$ cat config.mk
export PLATFORM = sky130hd
export DESIGN_NAME = bcd_timer_ctrl_flat
export DESIGN_NICKNAME = d
export VERILOG_FILES = /design/src/rtl/bcd_timer_if.sv /design/src/rtl/bcd_timer_ctrl.sv /design/src/flat_wrapper.sv
export SDC_FILE = /design/constraint.sdc
export NUM_CORES = 1
export LEC_CHECK = 0
export BUFFER_PORTS_ARGS = -buffer_cell sky130_fd_sc_hd__buf_2
export CAP_MARGIN = 5
export CORE_AREA = 5 5 71 86
export DETAILED_ROUTE_END_ITERATION = 7
export DIE_AREA = 0 0 76 91
export GPL_ROUTABILITY_DRIVEN = 0
export PLACE_DENSITY = 0.7
export RECOVER_POWER = 100
export SYNTH_ARGS = -nofsm -noshare
export SYNTH_HDL_FRONTEND = slang
export SYNTH_SLANG_ARGS = --single-unit
export TNS_END_PERCENT = 10
$ cat constraint.sdc
create_clock -name clk -period 3.8 [get_ports clk]
set_input_delay 0.57 -clock clk [delete_from_list [all_inputs] [get_ports clk]]
set_output_delay 0.57 -clock clk [all_outputs]
set_load 0.01 [all_outputs]
$ cat src/rtl/bcd_timer_if.sv
// bcd_timer_if: button/preset inputs and count/status outputs of bcd_timer_ctrl.
//   btn_start, btn_mode, btn_clear : level buttons, synchronous to clk
//   preset1, preset0               : preset tens/ones digits (values > 9 read as 9)
//   BCD1, BCD0                     : registered count digits
//   dir                            : 1 = count up, 0 = count down
//   state                          : IDLE=00, RUN=01, PAUSE=10, DONE=11 (FSM state, visible for checkers)
//   cout                           : one-cycle pulse in the first DONE cycle
//   alarm                          : high for ALARM_CYCLES cycles from the first DONE cycle
// Handshake: there is no valid/ready pair; inputs are sampled on every rising
// clk edge and every output is a register that is valid one edge after the
// input that caused it.
interface bcd_timer_if;
  logic       btn_start;
  logic       btn_mode;
  logic       btn_clear;
  logic [3:0] preset1;
  logic [3:0] preset0;
  logic [3:0] BCD1;
  logic [3:0] BCD0;
  logic       dir;
  logic [1:0] state;
  logic       cout;
  logic       alarm;

  modport master (
    output btn_start, btn_mode, btn_clear, preset1, preset0,
    input  BCD1, BCD0, dir, state, cout, alarm
  );

  modport slave (
    input  btn_start, btn_mode, btn_clear, preset1, preset0,
    output BCD1, BCD0, dir, state, cout, alarm
  );
endinterface

$ cat src/rtl/bcd_timer_ctrl.sv
// bcd_timer_ctrl: two-digit BCD interval timer with a start/pause/done FSM.
//   clk   : rising-edge system clock
//   reset : asynchronous, active-low reset
//   bus   : bcd_timer_if.slave (buttons and presets in, count/status out)
// Parameters:
//   TICK_DIV     : clock cycles per count step while running (1..255)
//   ALARM_CYCLES : cycles alarm stays high after entering DONE (1..255)
module bcd_timer_ctrl #(
  parameter int unsigned TICK_DIV     = 2,
  parameter int unsigned ALARM_CYCLES = 4
) (
  input  logic        clk,
  input  logic        reset,
  bcd_timer_if.slave  bus
);

  typedef enum logic [1:0] {
    S_IDLE  = 2'b00,
    S_RUN   = 2'b01,
    S_PAUSE = 2'b10,
    S_DONE  = 2'b11
  } state_t;

  localparam logic [7:0] LP_TICK_LAST  = 8'(TICK_DIV - 1);
  localparam logic [7:0] LP_ALARM_LAST = 8'(ALARM_CYCLES - 1);

  state_t     r_state, w_state_nx;
  logic [3:0] r_bcd1, r_bcd0, w_bcd1_nx, w_bcd0_nx;
  logic [3:0] r_term1, r_term0, w_term1_nx, w_term0_nx;
  logic       r_dir, w_dir_nx;
  logic [7:0] r_presc, w_presc_nx;
  logic       r_cout, w_cout_nx;
  logic       r_alarm, w_alarm_nx;
  logic [7:0] r_alarm_cnt, w_alarm_cnt_nx;
  logic       r_start_q, r_mode_q, r_clear_q;

  logic       w_start_ev, w_mode_ev, w_clear_ev;
  logic [3:0] w_p1, w_p0;
  logic [3:0] w_step1, w_step0;
  logic       w_load, w_load_dir, w_enter_done;

  assign w_start_ev = bus.btn_start & ~r_start_q;
  assign w_mode_ev  = bus.btn_mode  & ~r_mode_q;
  assign w_clear_ev = bus.btn_clear & ~r_clear_q;

  // Out-of-range preset digits saturate to 9.
  assign w_p1 = (bus.preset1 > 4'd9) ? 4'd9 : bus.preset1;
  assign w_p0 = (bus.preset0 > 4'd9) ? 4'd9 : bus.preset0;

  // Decimal +/-1 of the current count; the terminal register keeps the
  // count inside 00..99, so no tens overflow handling is needed.
  always_comb begin
    w_step1 = r_bcd1;
    w_step0 = r_bcd0;
    if (r_dir) begin
      if (r_bcd0 == 4'd9) begin
        w_step0 = 4'd0;
        w_step1 = r_bcd1 + 4'd1;
      end else begin
        w_step0 = r_bcd0 + 4'd1;
      end
    end else begin
      if (r_bcd0 == 4'd0) begin
        w_step0 = 4'd9;
        w_step1 = r_bcd1 - 4'd1;
      end else begin
        w_step0 = r_bcd0 - 4'd1;
      end
    end
  end

  // Next-state / output logic. Priority: clear > accepted mode > start > tick.
  always_comb begin
    w_state_nx     = r_state;
    w_bcd1_nx      = r_bcd1;
    w_bcd0_nx      = r_bcd0;
    w_term1_nx     = r_term1;
    w_term0_nx     = r_term0;
    w_dir_nx       = r_dir;
    w_presc_nx     = r_presc;
    w_cout_nx      = 1'b0;
    w_alarm_nx     = r_alarm;
    w_alarm_cnt_nx = r_alarm_cnt;
    w_load         = 1'b0;
    w_load_dir     = r_dir;
    w_enter_done   = 1'b0;

    // Alarm countdown runs on its own; later branches may restart or kill it.
    if (r_alarm) begin
      if (r_alarm_cnt == 8'd0) w_alarm_nx = 1'b0;
      else                     w_alarm_cnt_nx = r_alarm_cnt - 8'd1;
    end

    if (w_clear_ev) begin
      w_state_nx = S_IDLE;
      w_load     = 1'b1;
      w_presc_nx = 8'd0;
      w_alarm_nx = 1'b0;
    end else if (w_mode_ev && (r_state == S_IDLE)) begin
      w_dir_nx   = ~r_dir;
      w_load     = 1'b1;
      w_load_dir = ~r_dir;
    end else if (w_start_ev) begin
      case (r_state)
        S_IDLE, S_PAUSE: begin
          if ({r_bcd1, r_bcd0} == {r_term1, r_term0}) begin
            w_enter_done = 1'b1;
          end else begin
            w_state_nx = S_RUN;
            w_presc_nx = 8'd0;
          end
        end
        S_RUN:   w_state_nx = S_PAUSE;
        default: ;
      endcase
    end else if (r_state == S_RUN) begin
      if (r_presc == LP_TICK_LAST) begin
        w_presc_nx = 8'd0;
        w_bcd1_nx  = w_step1;
        w_bcd0_nx  = w_step0;
        if ({w_step1, w_step0} == {r_term1, r_term0}) w_enter_done = 1'b1;
      end else begin
        w_presc_nx = r_presc + 8'd1;
      end
    end

    if (w_load) begin
      if (w_load_dir) begin
        w_bcd1_nx  = 4'd0;
        w_bcd0_nx  = 4'd0;
        w_term1_nx = w_p1;
        w_term0_nx = w_p0;
      end else begin
        w_bcd1_nx  = w_p1;
        w_bcd0_nx  = w_p0;
        w_term1_nx = 4'd0;
        w_term0_nx = 4'd0;
      end
    end

    if (w_enter_done) begin
      w_state_nx     = S_DONE;
      w_cout_nx      = 1'b1;
      w_alarm_nx     = 1'b1;
      w_alarm_cnt_nx = LP_ALARM_LAST;
    end
  end

  always_ff @(posedge clk or negedge reset) begin
    if (!reset) begin
      r_state     <= S_IDLE;
      r_bcd1      <= 4'd0;
      r_bcd0      <= 4'd0;
      r_term1     <= 4'd0;
      r_term0     <= 4'd0;
      r_dir       <= 1'b1;
      r_presc     <= 8'd0;
      r_cout      <= 1'b0;
      r_alarm     <= 1'b0;
      r_alarm_cnt <= 8'd0;
      r_start_q   <= 1'b0;
      r_mode_q    <= 1'b0;
      r_clear_q   <= 1'b0;
    end else begin
      r_state     <= w_state_nx;
      r_bcd1      <= w_bcd1_nx;
      r_bcd0      <= w_bcd0_nx;
      r_term1     <= w_term1_nx;
      r_term0     <= w_term0_nx;
      r_dir       <= w_dir_nx;
      r_presc     <= w_presc_nx;
      r_cout      <= w_cout_nx;
      r_alarm     <= w_alarm_nx;
      r_alarm_cnt <= w_alarm_cnt_nx;
      r_start_q   <= bus.btn_start;
      r_mode_q    <= bus.btn_mode;
      r_clear_q   <= bus.btn_clear;
    end
  end

  assign bus.BCD1  = r_bcd1;
  assign bus.BCD0  = r_bcd0;
  assign bus.dir   = r_dir;
  assign bus.state = r_state;
  assign bus.cout  = r_cout;
  assign bus.alarm = r_alarm;

endmodule
$ cat src/flat_wrapper.sv
// flat-port wrapper written by rule: the top's interface ports become plain ports
module bcd_timer_ctrl_flat 
#(
  parameter int unsigned TICK_DIV     = 2,
  parameter int unsigned ALARM_CYCLES = 4
)
  (clk, reset, bus_btn_start, bus_btn_mode, bus_btn_clear, bus_preset1, bus_preset0, bus_BCD1, bus_BCD0, bus_dir, bus_state, bus_cout, bus_alarm);
  bcd_timer_if bus_i ();
  input  logic clk;
  input  logic reset;
  input wire logic [$bits(bus_i.btn_start)-1:0] bus_btn_start;
  input wire logic [$bits(bus_i.btn_mode)-1:0] bus_btn_mode;
  input wire logic [$bits(bus_i.btn_clear)-1:0] bus_btn_clear;
  input wire logic [$bits(bus_i.preset1)-1:0] bus_preset1;
  input wire logic [$bits(bus_i.preset0)-1:0] bus_preset0;
  output wire logic [$bits(bus_i.BCD1)-1:0] bus_BCD1;
  output wire logic [$bits(bus_i.BCD0)-1:0] bus_BCD0;
  output wire logic [$bits(bus_i.dir)-1:0] bus_dir;
  output wire logic [$bits(bus_i.state)-1:0] bus_state;
  output wire logic [$bits(bus_i.cout)-1:0] bus_cout;
  output wire logic [$bits(bus_i.alarm)-1:0] bus_alarm;
  assign bus_i.btn_start = bus_btn_start;
  assign bus_i.btn_mode = bus_btn_mode;
  assign bus_i.btn_clear = bus_btn_clear;
  assign bus_i.preset1 = bus_preset1;
  assign bus_i.preset0 = bus_preset0;
  assign bus_BCD1 = bus_i.BCD1;
  assign bus_BCD0 = bus_i.BCD0;
  assign bus_dir = bus_i.dir;
  assign bus_state = bus_i.state;
  assign bus_cout = bus_i.cout;
  assign bus_alarm = bus_i.alarm;
  bcd_timer_ctrl #(.TICK_DIV(TICK_DIV), .ALARM_CYCLES(ALARM_CYCLES)) u_core (.clk(clk), .reset(reset), .bus(bus_i));
endmodule
-- Yosys cells after proc, flatten, opt, wreduce, memory -nomap -nowiden
Cells that the tools add are included.
- multiplexer cells: 57
- reduce and logical (&&, ||, !) cells: 15
- add/subtract/negate cells: 6
- order comparisons: 2
- bitwise logic cells: 7
- eq/ne operators: 15
- operators with widths (cell ; number):
    $mux 4 ; 24
    $mux 8 ; 10
    $mux 1 ; 17
    $eq 8x8->1 ; 2
    $mux 2 ; 5
    $add 4x1->4 const B ; 2
    $add 8x1->8 const B ; 1
    $eq 8x1->1 const B ; 1
    $gt 4x4->1 const B ; 2
    $logic_not 8->1 ; 1
    $reduce_and 4->1 ; 2
    $sub 4x1->4 const B ; 2
    $sub 8x1->8 const B ; 1
    $ne 2x1->1 const B ; 3
    $ne 3x3->1 const B ; 2
    $reduce_bool 2->1 ; 3
    $reduce_bool 3->1 ; 2
    $reduce_and 5->1 ; 1
    $eq 4x4->1 const B ; 1
    $logic_not 4->1 ; 1
    $ne 2x2->1 const B ; 2
    $ne 4x2->1 const B ; 1
    $not 1->1 ; 4
    $pmux 2 s2 ; 1
    other kinds (9) ; 11
- output and inout port bits: 13
- register bits: 40
- bits of input ports: 13

-- Longest topological paths before layout
- depth after elaboration: 12
- gate-level depth with buffers: 10
- gate-level depth less buffers: 8

-- Least setup slack after synthesis
OpenSTA, ideal clock, no wires.
- path kind: flip-flop to flip-flop
- start: register u_core.r_bcd0[1] (netlist: u_core.bus.BCD0[1])
- end: register u_core.r_alarm_cnt[1]
- period minus slack after synthesis: 2584 ps
- cell stages (with the launch flop): 11
- path slack: 1216 ps
- data required time: 3669 ps
- setup time: 131 ps
- arrival: 2453 ps
- buffers on the path: 2
- path through: dfrtp_1 clkbuf_1 inv_1 ha_1 a21bo_2 mux4_1 xor2_1 o21ai_1 nor4_2 buf_6 or3_1
- word-level cells in the longest chain between the ends: 12
- elaborated cells between the ends (all ways): 24
- classes of those cells: add/sub: 2; eq/ne: 4; mux: 15; reduce/logical: 3
- ends and longest elaborated chain (item ; line ; source):
    from (decl) ; bcd_timer_ctrl.sv:28 ; logic [3:0] r_bcd1, r_bcd0, w_bcd1_nx, w_bcd0_nx;
    from (signal assigned) ; bcd_timer_ctrl.sv:167 ; r_bcd0 <= w_bcd0_nx;
    $sub 4x1->4 (tied with other cells) ; bcd_timer_ctrl.sv:67 ; w_step0 = r_bcd0 - 4'd1;
    $mux 4 (on tied branches) ; bcd_timer_ctrl.sv:63, bcd_timer_ctrl.sv:56 ;
    $mux 4 ; bcd_timer_ctrl.sv:55 ; if (r_dir) begin
    $eq 8x8->1 ; bcd_timer_ctrl.sv:121 ; if ({w_step1, w_step0} == {r_term1, r_term0}) w_enter_done = 1'b1;
    $mux 1 ; bcd_timer_ctrl.sv:121 ;
    $mux 1 ; bcd_timer_ctrl.sv:117 ; if (r_presc == LP_TICK_LAST) begin
    $mux 1 ; bcd_timer_ctrl.sv:116 ; end else if (r_state == S_RUN) begin
    $mux 1 (*) ; bcd_timer_ctrl.sv:103 ; end else if (w_start_ev) begin
    $mux 1 (*) ; bcd_timer_ctrl.sv:99 ; end else if (w_mode_ev && (r_state == S_IDLE)) begin
    $mux 1 (*) ; bcd_timer_ctrl.sv:94 ; if (w_clear_ev) begin
    $ne 2x1->1 (no line) / $reduce_bool 2->1 (equally long branches) ; -- ;
    $reduce_and 2->1 (no line) ; -- ;
    to (signal assigned) ; bcd_timer_ctrl.sv:174 ; r_alarm_cnt <= w_alarm_cnt_nx;
    to (decl) ; bcd_timer_ctrl.sv:34 ; logic [7:0] r_alarm_cnt, w_alarm_cnt_nx;
Every way passes the cells marked *; elsewhere a longest branch is shown, timed or not.
A chain may end at the register's enable or synchronous reset.

-- Worst setup path in the final report
- start: register u_core.r_bcd0[0] (netlist: u_core.bus.BCD0[0])
- end: register u_core.r_alarm_cnt[6]
Same word-level chain as after synthesis.

==> metrics.csv <==
stage,metric,value,unit
status,status,"complete, but fails checks",
status,violated checks,"max-capacitance violations, max-slew violations",
synth,Synth top area share,0.390,
synth,simple-gate area share of the yosys netlist,0.256,
timing,endpoints failing setup,0,
place,dpl hpwl,3940,um
global_routing,gr usage total,0.167,
finish,fin area,2750,um^2
clock_tree,cts hold-fix bufs,0,
timing,slew margin rel.,-0.382,
timing,setup TNS,0,ps
drt,First-pass DRT Iterations,4,
pwr,Leak Pwr,0.00115,uW
timing,Final Hold Fails,0,
setup_path,CP Launch Type,register,
synth,"Primary FF master, synth",dfrtp_1,
die,Placeable Area,5190,um^2
finish,Area Growth Syn to Fin,9.75,%
clock_tree,Resize count post-CTS,0,
clock_tree,TritonCTS clock tree,done,
timing,part of the cycle the worst path needs,0.804,
finish,Final nets,322,
die,DIE AREA,6920,um^2
setup_path,R2R Setup Slk,750,ps
finish,filler instances,501,
pwr,Max VDD drop,0.334,mV
finish,ANT cells,0,
setup_path,Reg-to-Reg End,u_core.r_alarm_cnt[6],
setup_path,Required @ worst endpoint,3950,ps
synth,compound-cell area share of the yosys netlist,0.162,
clock_tree,later-pin clock latency in the skew report,300,ps
clock_tree,Longest Clk Path Bufs,2,
worst_hold_path,min-delay src,bus_btn_mode,
pwr,power per cell area,721,nW/um^2
synth,async set-reset flop share out of synthesis,1.00,
synth,register bit total from synthesis,40,
worst_hold_path,hold endpoint,u_core.r_mode_q,
pwr,switching part of the total,0.426,
clock_tree,Root Driver,clkbuf_8,
global_routing,vias in the first global route,2048,
synth,library cells used by synthesis,52,
pwr,NetSw,845,uW
die,Initial Util,0.482,
drt,final wirelength,5460,um
worst_hold_path,Hold Crit Class,in -> reg,
job,max-cap violation count,1,
die,Cell Rows,29,
worst_hold_path,hold path cells,1,
timing,max-slew violation count,41,
synth,post-synthesis average cell area,9.03,um^2
die,Die Ht,91,um
drt,routed len/inst,15.0,um
synth,top cell type by total area after synthesis,dfrtp_1,
finish,layout cells sized above 1,0.0831,
timing,min Tclk post-route,3050,ps
drt,DR vias,2122,
pwr,Seq pwr share,0.376,
clock_tree,clock slew seen by the registers of the worst setup and hold paths,80,ps
drt,post-route ant nets,0,
global_routing,pin count of the biggest net entering global routing,41,
synth,Synth area leaders,"dfrtp_1 (39%), xnor2_1 (5.6%), ha_1 (4.5%)",
synth,Post-synth EDFFs,0,
setup_path,Worst setup EP type,register,
finish,Util after Layout,0.529,
synth,syn_nets,299,
global_routing,initial antenna violation count,0,
clock_tree,H-tree levels,2,
setup_path,FF-to-FF Start,u_core.bus.BCD0[0],
timing,Layout Skew,4.16,ps
place,Area after DPL,2660,um^2
synth,sequential-to-total area share from yosys stat,0.400,
pwr,Logic pwr share,0.442,
global_routing,grt total ovfl,0,
drt,Initial DRC Count,174,
synth,Synth Area in XOR/XNOR,0.0840,
die,die width,76,um
synth,largest family of logic cells by synthesized area,simple AND/OR/NAND/NOR gates,
pwr,clock power share,0.182,
clock_tree,CTS sink count,40,
synth,post-synthesis mux area share,0.0105,
timing,FMAX,327,MHz
setup_path,WS Path Type,reg -> reg,
synth,Post-Synthesis Cells,277,
setup_path,reg2reg path depth,8,
global_routing,first-pass GRT wire length,9650,um
synth,Synth Area in Adders,0.0450,
timing,Worst Tran Pin Value,2070,ps
setup_path,WP data arrival,3200,ps
synth,"Cell Area, Synth",2500,um^2
synth,"count leader, synth",dfrtp_1,
die,IO Pins,26,
clock_tree,# Post-CTS Setup Buffers,0,
timing,RSZ-0062 raised after global routing,false,
synth,Yosys warnings,0,
drt,DRC,0,
clock_tree,TritonCTS buffer count,5,
synth,Synth top cells by count,"dfrtp_1 (39), nand2_1 (29), nor2_1 (21), o21ai_0 (20), xnor2_1 (16)",
setup_path,CP max FO,11,
place,I/O Buffers,25,
pwr,Pint,1140,uW
drt,DR vias/cell,5.85,
metal layers:
| metal | vias up | GRT usage | part of all wire |
|---|---|---|---|
| met5 | - | 0 | 0 |
| met4 | 0 | 0.0682 | 0.023 |
| met3 | 10 | 0.0297 | 0.041 |
| met2 | 47 | 0.270 | 0.48 |
| met1 | 1023 | 0.221 | 0.46 |
| li1 | 1042 | - | - |
power by group through the flow:
stage          logic [uW]  registers, uW  clock network (uW)
3_3_place_gp          879            743                   0
4_1_cts               899            742                 371
3_5_place_dp          890            751                   0
5_1_grt               986            775                 390
2_1_floorplan         730            684                   0
6_report              876            744                 361
worst max path at each step:
stage	startpoint	to	slack (ps)	depth (start not counted)
after floorplan	u_core.bus.BCD0[1]	u_core.r_alarm_cnt[1]	1220	10
after global placement	u_core.bus.BCD0[0]	u_core.r_alarm_cnt[2]	860	8
after detailed placement	u_core.bus.BCD0[0]	u_core.r_alarm_cnt[6]	790	8
after CTS	u_core.bus.BCD0[0]	u_core.r_alarm_cnt[6]	730	8
after global routing	u_core.bus.BCD0[0]	u_core.r_alarm_cnt[6]	340	8
final	u_core.bus.BCD0[0]	u_core.r_alarm_cnt[6]	750	8
sequential cells by signal (all words and copies together), names as in the netlist:
name                count
u_core.r_presc          8
u_core.r_term1          4
u_core.r_mode_q         1
u_core.bus.BCD0         4
u_core.bus.cout         1
u_core.r_term0          4
u_core.r_start_q        1
u_core.r_alarm_cnt      8
u_core.bus.state        2
u_core.r_clear_q        1
u_core.bus.dir          1
u_core.bus.alarm        1
u_core.bus.BCD1         4
kinds of logic (layout without fill, tap and decap cells):
family / after synthesis / after routing
adder cells (fa/ha/maj): 9 / 9
flip-flops: 40 / 40
multiplexers: 1 / 1
XOR/XNOR: 24 / 24
AND/OR/NAND/NOR: 118 / 118
buffers and inverters: 23 / 47
AO/OA/AOI/OAI: 62 / 62
critical path: stages, from the launching register on:
cell and delay [ps]:
dfrtp_1 510, inv_1 130, ha_1 220, nor3b_1 590, a32oi_1 200, xnor2_1 220, nand4_1 130, nor4_2 760
nor3_1 140
layout make-up:
cell class	instances	area (um^2)	share of cell area
well taps	62	77.6	0.0282
flip-flops and latches	40	1000	0.365
multi-input cells	214	1390	0.508
clock inverters	3	46.3	0.0169
repair buffers	27	113	0.0410
clock buffers	5	68.8	0.0251
inverters	12	45.0	0.0164
metrics by stage:
stage / setup slack, ps / total power (uW) / hold slack (ps) / std cells
after floorplan: 1220 / 1410 / 274 / 277
after global placement: 862 / 1620 / 482 / 355
after detailed placement: 786 / 1640 / 503 / 355
after CTS: 734 / 2010 / 382 / 363
after global routing: 335 / 2150 / 398 / 363
final: 745 / 1980 / 396 / 363
cell usage in the layout, fill, tap and decap left out, types with 4 or more instances in the layout:
| master | Yosys | routed |
|---|---|---|
| dfrtp_1 | 39 | 39 |
| nand2_1 | 29 | 29 |
| nor2_1 | 21 | 21 |
| o21ai_0 | 20 | 20 |
| clkbuf_1 | 5 | 18 |
| xnor2_1 | 16 | 16 |
| nand3_1 | 15 | 15 |
| inv_1 | 11 | 11 |
| ha_1 | 9 | 9 |
| buf_2 | 4 | 9 |
| o22ai_1 | 8 | 8 |
| xor2_1 | 8 | 8 |
| o31ai_1 | 6 | 6 |
| a21oi_1 | 6 | 6 |
| nand3b_1 | 6 | 6 |
| nor3_1 | 6 | 6 |
| nand2b_1 | 5 | 5 |
| clkbuf_8 | 0 | 5 |
| nor3b_1 | 4 | 4 |
| nand4_1 | 4 | 4 |
| nor4_1 | 4 | 4 |
| nor2b_1 | 4 | 4 |
(Power assumes the default switching activity.)
